### src/rtl/operand_seq_pkg.sv
// operand_seq_pkg: sequencer state encoding, LFSR/MISR taps, 60-bit operand field layout and step functions
package operand_seq_pkg;
  typedef enum logic [2:0] {IDLE, LOAD, SETTLE, CAPTURE, DONE} state_t;
  typedef struct packed {
    logic [3:0] a0;
    logic [4:0] a1;
    logic [5:0] a2;
    logic [3:0] a3;
    logic [4:0] a4;
    logic [5:0] a5;
    logic [3:0] b0;
    logic [4:0] b1;
    logic [5:0] b2;
    logic [3:0] b3;
    logic [4:0] b4;
    logic [5:0] b5;
  } operand_t;
  localparam int OPERANDS_W = $bits(operand_t);
  localparam logic [63:0] LFSR_TAPS = 64'hD800_0000_0000_0000;
  localparam logic [31:0] MISR_TAPS = 32'h8020_0003;
  function automatic logic [63:0] lfsr_step(input logic [63:0] l);
    return {l[62:0], ^(l & LFSR_TAPS)};
  endfunction
  function automatic logic [31:0] misr_step(input logic [31:0] s, input logic [30:0] d);
    return {s[30:0], ^(s & MISR_TAPS)} ^ {1'b0, d};
  endfunction
endpackage

### src/rtl/sig_misr32.sv
// sig_misr32: 32-bit MISR; ports clk, clear (sync, wins over enable), enable, data[30:0] in, signature[31:0] out
module sig_misr32 import operand_seq_pkg::*; (
  input  logic        clk,
  input  logic        clear,
  input  logic        enable,
  input  logic [30:0] data,
  output logic [31:0] signature
);
  always_ff @(posedge clk)
    if (clear) signature <= '0;
    else if (enable) signature <= misr_step(signature, data);
endmodule

### src/rtl/operand_sequencer.sv
// operand_sequencer: LFSR operand generator + MISR compactor; ports clk, resetn, start, abort, num_vectors, expected_sig, y in; operands, busy, done, pass, signature, vec_count out
module operand_sequencer import operand_seq_pkg::*; #(
  parameter int          NUM_VECTORS_W = 16,
  parameter int          SETTLE_CYCLES = 2,
  parameter logic [63:0] LFSR_SEED     = 64'h0000_0000_0000_0001
) (
  input  logic                     clk,
  input  logic                     resetn,
  input  logic                     start,
  input  logic                     abort,
  input  logic [NUM_VECTORS_W-1:0] num_vectors,
  input  logic [31:0]              expected_sig,
  output logic [OPERANDS_W-1:0]    operands,
  input  logic [30:0]              y,
  output logic                     busy,
  output logic                     done,
  output logic                     pass,
  output logic [31:0]              signature,
  output logic [NUM_VECTORS_W-1:0] vec_count
);
  localparam logic [3:0] SETTLE_LAST = 4'(SETTLE_CYCLES - 1);
  state_t state;
  logic [63:0] lfsr;
  logic [3:0] settle_cnt;
  logic [NUM_VECTORS_W-1:0] num_lat;
  logic [31:0] exp_lat;
  logic [NUM_VECTORS_W-1:0] vec_next;
  logic accept, capture, last, empty;
  assign accept = (state == IDLE || state == DONE) && start && !abort;
  assign capture = state == CAPTURE && !abort;
  assign vec_next = vec_count + 1'b1;
  assign last = vec_next == num_lat;
  assign empty = num_vectors == '0;
  sig_misr32 u_misr (
    .clk       (clk),
    .clear     (!resetn || accept),
    .enable    (capture),
    .data      (y),
    .signature (signature)
  );
  // pass is predicted from the MISR's next value so it rises together with done
  always_ff @(posedge clk)
    if (!resetn) begin
      state <= IDLE;
      lfsr <= LFSR_SEED;
      vec_count <= '0;
      operands <= '0;
      num_lat <= '0;
      exp_lat <= '0;
      settle_cnt <= '0;
      busy <= 1'b0;
      done <= 1'b0;
      pass <= 1'b0;
    end else if (abort) begin
      state <= IDLE;
      busy <= 1'b0;
      done <= 1'b0;
      pass <= 1'b0;
    end else case (state)
      IDLE, DONE: if (start) begin
        vec_count <= '0;
        num_lat <= num_vectors;
        exp_lat <= expected_sig;
        state <= empty ? DONE : LOAD;
        busy <= !empty;
        done <= empty;
        pass <= empty && expected_sig == '0;
      end
      LOAD: begin
        operands <= lfsr[OPERANDS_W-1:0];
        lfsr <= lfsr_step(lfsr);
        state <= SETTLE_CYCLES == 0 ? CAPTURE : SETTLE;
        settle_cnt <= SETTLE_LAST;
      end
      SETTLE: begin
        state <= settle_cnt == '0 ? CAPTURE : SETTLE;
        settle_cnt <= settle_cnt - 1'b1;
      end
      CAPTURE: begin
        vec_count <= vec_next;
        state <= last ? DONE : LOAD;
        busy <= !last;
        done <= last;
        pass <= last && misr_step(signature, y) == exp_lat;
      end
      default: state <= IDLE;
    endcase
endmodule

### config.mk
export PLATFORM = sky130hd
export DESIGN_NAME = operand_sequencer
export DESIGN_NICKNAME = d
export VERILOG_FILES = /design/src/rtl/operand_seq_pkg.sv /design/src/rtl/sig_misr32.sv /design/src/rtl/operand_sequencer.sv
export SDC_FILE = /design/constraint.sdc
export NUM_CORES = 1
export LEC_CHECK = 0
export CAP_MARGIN = 20
export CORE_ASPECT_RATIO = 1.1
export CORE_MARGIN = 2
export CORE_UTILIZATION = 50
export DETAILED_ROUTE_END_ITERATION = 8
export PLACE_DENSITY = 0.86
export SETUP_SLACK_MARGIN = 0.3
export SLEW_MARGIN = 20
export SYNTH_ARGS = -nofsm -noshare
export SYNTH_HDL_FRONTEND = slang
export SYNTH_SLANG_ARGS = --single-unit
### constraint.sdc
create_clock -name clk -period 2.3 [get_ports clk]
set_input_delay 0.46 -clock clk [delete_from_list [all_inputs] [get_ports clk]]
set_output_delay 0.46 -clock clk [all_outputs]
set_load 0.03 [all_outputs]
==> impl_metrics.py <==
metrics = {
    "power_and_ir_drop": {
        "p_leak_nw": 4.15,
        "power_density_nw_per_um2": 605,
        "peakVddDrop_mv": 0.536,
        "finalPower_mw": 6.51,
    },
    "route": {
        "drcViolationCount": 0,
        "first_pass_iters": 6,
        "num_vias": 7487,
        "first_iter_violations": 561,
        "wirelength_um": 22400,
        "detail-route-antenna-nets": 0,
        "viasPerCell": 5.54,
        "wl_per_cell_um": 16.6,
    },
    "critical_path": {
        "r2r-end": "pass",
        "path_buf_inv": 1,
        "r2r-start": "u_misr.signature[2]",
        "cp-start-kind": "input pin",
        "crit_type": "in -> reg",
        "r2r_setup_slack_ps": 230,
        "slowest_delay_ps": 570,
        "crit_path_top_delay_cell": "or4_4",
        "crit_arrival_ps": 2420,
        "crit_start": "y[13]",
        "cp_cell_sequence": "dlygate4sd2_1, xnor2_4, xor2_1, nand3_1, or4_4, or4_1, o32ai_1",
        "path_delay_family": "simple AND/OR/NAND/NOR gates",
        "crit_fanout": 2,
        "cp.required_ps": 2630,
        "endpoint_kind": "flip-flop",
        "worst_r2r_path_depth": 6,
    },
    "cells_and_area": {
        "syn_to_final_growth_pct": 35.7,
        "fin_cells": 1351,
        "fillers": 1134,
        "multi_input_area_um2": 4100,
        "design_area_um2": 10800,
        "design.final.nets": 1224,
        "drive_above_1_share_pct": 11.6,
        "postLayoutCoreUtil_pct": 68.9,
        "seqCellArea_um2": 3440,
    },
    "place": {
        "port_buffers": 193,
        "placed_cell_area_um2": 9870,
        "hpwl_um": 14900,
        "placed_cells": 1313,
        "place_ws_ps": -278,
        "gp_congestion": 0.924,
    },
    "timing": {
        "skew_ps": 7.04,
        "worst_slew_pin_slew_ps": 604,
        "setup-tns-final_ps": 0,
        "fmaxAchievable_mhz": 479,
        "hold_viol": 0,
        "hold_ws_ps": 455,
        "setup_viol": 0,
        "drv_slew": 0,
        "rsz0062_at_grt": "yes",
        "period_needed_ps": 2090,
        "slew_headroom_pct": 59.7,
        "finalCritPeriodShare_pct": 90.8,
        "worst_slack_ps": 211,
    },
    "cts": {
        "path_clk_slew_ps": 60,
        "cts_root_buffer": "clkbuf_16",
        "postCtsHoldBufs": 0,
        "cts_num_sinks": 170,
        "cts_tree": "yes",
        "htreeDepth": 4,
        "clock_latency_ps": 430,
        "cts_buffers": 17,
        "cts_buffer_depth": 2,
    },
    "synth": {
        "netlist.area_leader.share_pct": 42.9,
        "synth-seq-cells": 170,
        "synthAdderAreaFrac_pct": 0.473,
        "ys_warn_count": 0,
        "synthTopCellsByCount": "nand2_1, dfxtp_1, a21oi_1",
        "synth_area_um2": 7940,
        "yosys-top-cells-area": "dfxtp_1, nand2_1, a21oi_1",
        "synth.area.mux_share_pct": 0.268,
        "syn-num-nets": 1082,
        "synth.most_common_cell": "nand2_1",
        "synth_async_sr_flop_share_pct": 0,
        "synthDistinctLibCells": 50,
        "synth_compound_area_share_pct": 14.9,
        "syn_inst": 996,
        "synth_top_family_by_area": "simple AND/OR/NAND/NOR gates",
        "synth_simple_gate_area_share_pct": 21.7,
        "seq_area_frac_synth_pct": 42.9,
        "syn_area_per_cell_um2": 7.97,
        "yosys.area.top_type": "dfxtp_1",
        "synth-xor-area-share_pct": 10.9,
        "synth_edf_count": 0,
        "ys.flop_type": "dfxtp_1",
    },
    "global_route": {
        "grt_overflow": 0,
        "grt_pass1_vias": 7003,
        "grt_pass1_wl_um": 34800,
        "track_usage_pct": 26.3,
        "antenna_found_initial": 0,
        "grt_max_degree": 76,
    },
    "hold_path": {
        "min_from": "lfsr[61]",
        "min_path_cells": 2,
        "hold_end": "lfsr[62]",
        "hold_path.class": "reg -> reg",
    },
    "floorplanning": {
        "die_area_um2": 16900,
        "fp.dieH_um": 136,
        "start_util_pct": 50.8,
        "num_rows": 48,
        "num_io_pins": 194,
        "core-area_um2": 15600,
        "die_x_um": 124,
    },
    "run_status": {
        "status": "completed",
    },
    "flow_run": {
        "max_cap_violations": 0,
    },
}
-- timing repair --
action / 4_1_cts / 5_1_grt
gates resized for setup: 46 / 45
cloned: 0 / 1
setup endpoints to repair: 98 / 105
buffers inserted: 2 / 3
pin swaps: 14 / 4
-- worst max-delay path by stage --
stage                end  cells after the start
floorplan           pass                      8
global placement    pass                      8
detailed placement  pass                      7
CTS                 done                      7
global route        done                      8
finish              pass                      7
-- flip-flops by register name, indices dropped and copies added (netlist names) --
signal,count
busy,1
done,1
exp_lat,32
lfsr,5
num_lat,16
operands,59
pass,1
settle_cnt,4
state,3
u_misr.signature,32
vec_count,16
-- tightest hold or removal path: stages (launching register included) --
cell	delay, ps
dfxtp_1	310
nand2_1	50
a21oi_1	50
-- layout make-up --
| type | count | area share [%] |
|---|---|---|
| sequential | 170 | 31.9 |
| antenna | 1 | 0.0232 |
| clock inverter | 7 | 1.08 |
| inverter | 8 | 0.302 |
| clock buffer | 24 | 4.29 |
| tap | 200 | 2.32 |
| multi-input combinational | 701 | 38.1 |
| timing repair buffer | 240 | 22.0 |
-- routing by layer --
layer / up-vias / GRT usage [%] / routed length [µm]
met5: - / 0 / 0
met4: 0 / 9.36 / 622
met3: 56 / 7.26 / 1800
met2: 335 / 43.7 / 10900
met1: 3515 / 32.4 / 9090
li1: 3581 / - / -
-- cell families (layout without fill, tap and decap cells) --
kind of cell | after synthesis | after routing
XOR/XNOR | 95 | 95
AND/OR/NAND/NOR | 394 | 395
other | 0 | 1
flip-flops | 170 | 170
adder cells (fa/ha/maj) | 3 | 3
AO/OA/AOI/OAI | 206 | 206
buffers and inverters | 126 | 279
multiplexers | 2 | 2
-- placed cells by master (no fill, tap or decap), types with 4 or more instances in the layout --
| master | n |
|---|---|
| nand4_1 | 7 |
| xnor2_1 | 61 |
| dfxtp_4 | 5 |
| xor2_1 | 17 |
| nor3_1 | 8 |
| or3_1 | 5 |
| nand3b_1 | 4 |
| dlygate4sd2_1 | 25 |
| nand2b_1 | 4 |
| xnor2_2 | 13 |
| clkdlybuf4s50_1 | 144 |
| o21ai_0 | 16 |
| clkbuf_16 | 17 |
| nor4_1 | 18 |
| clkbuf_1 | 6 |
| nand3_1 | 12 |
| nor2_1 | 57 |
| dlymetal6s2s_1 | 24 |
| dfxtp_2 | 12 |
| a21oi_1 | 134 |
| a211oi_1 | 30 |
| inv_1 | 7 |
| dfxtp_1 | 153 |
| buf_12 | 4 |
| buf_4 | 42 |
| nand2_1 | 246 |
-- where the power goes --
| part | internal (mW) | switching [mW] |
|---|---|---|
| Sequential | 2.99 | 0.0383 |
| Clock | 1.73 | 1.13 |
| Combinational | 0.302 | 0.322 |
(Power assumes the default switching activity.)
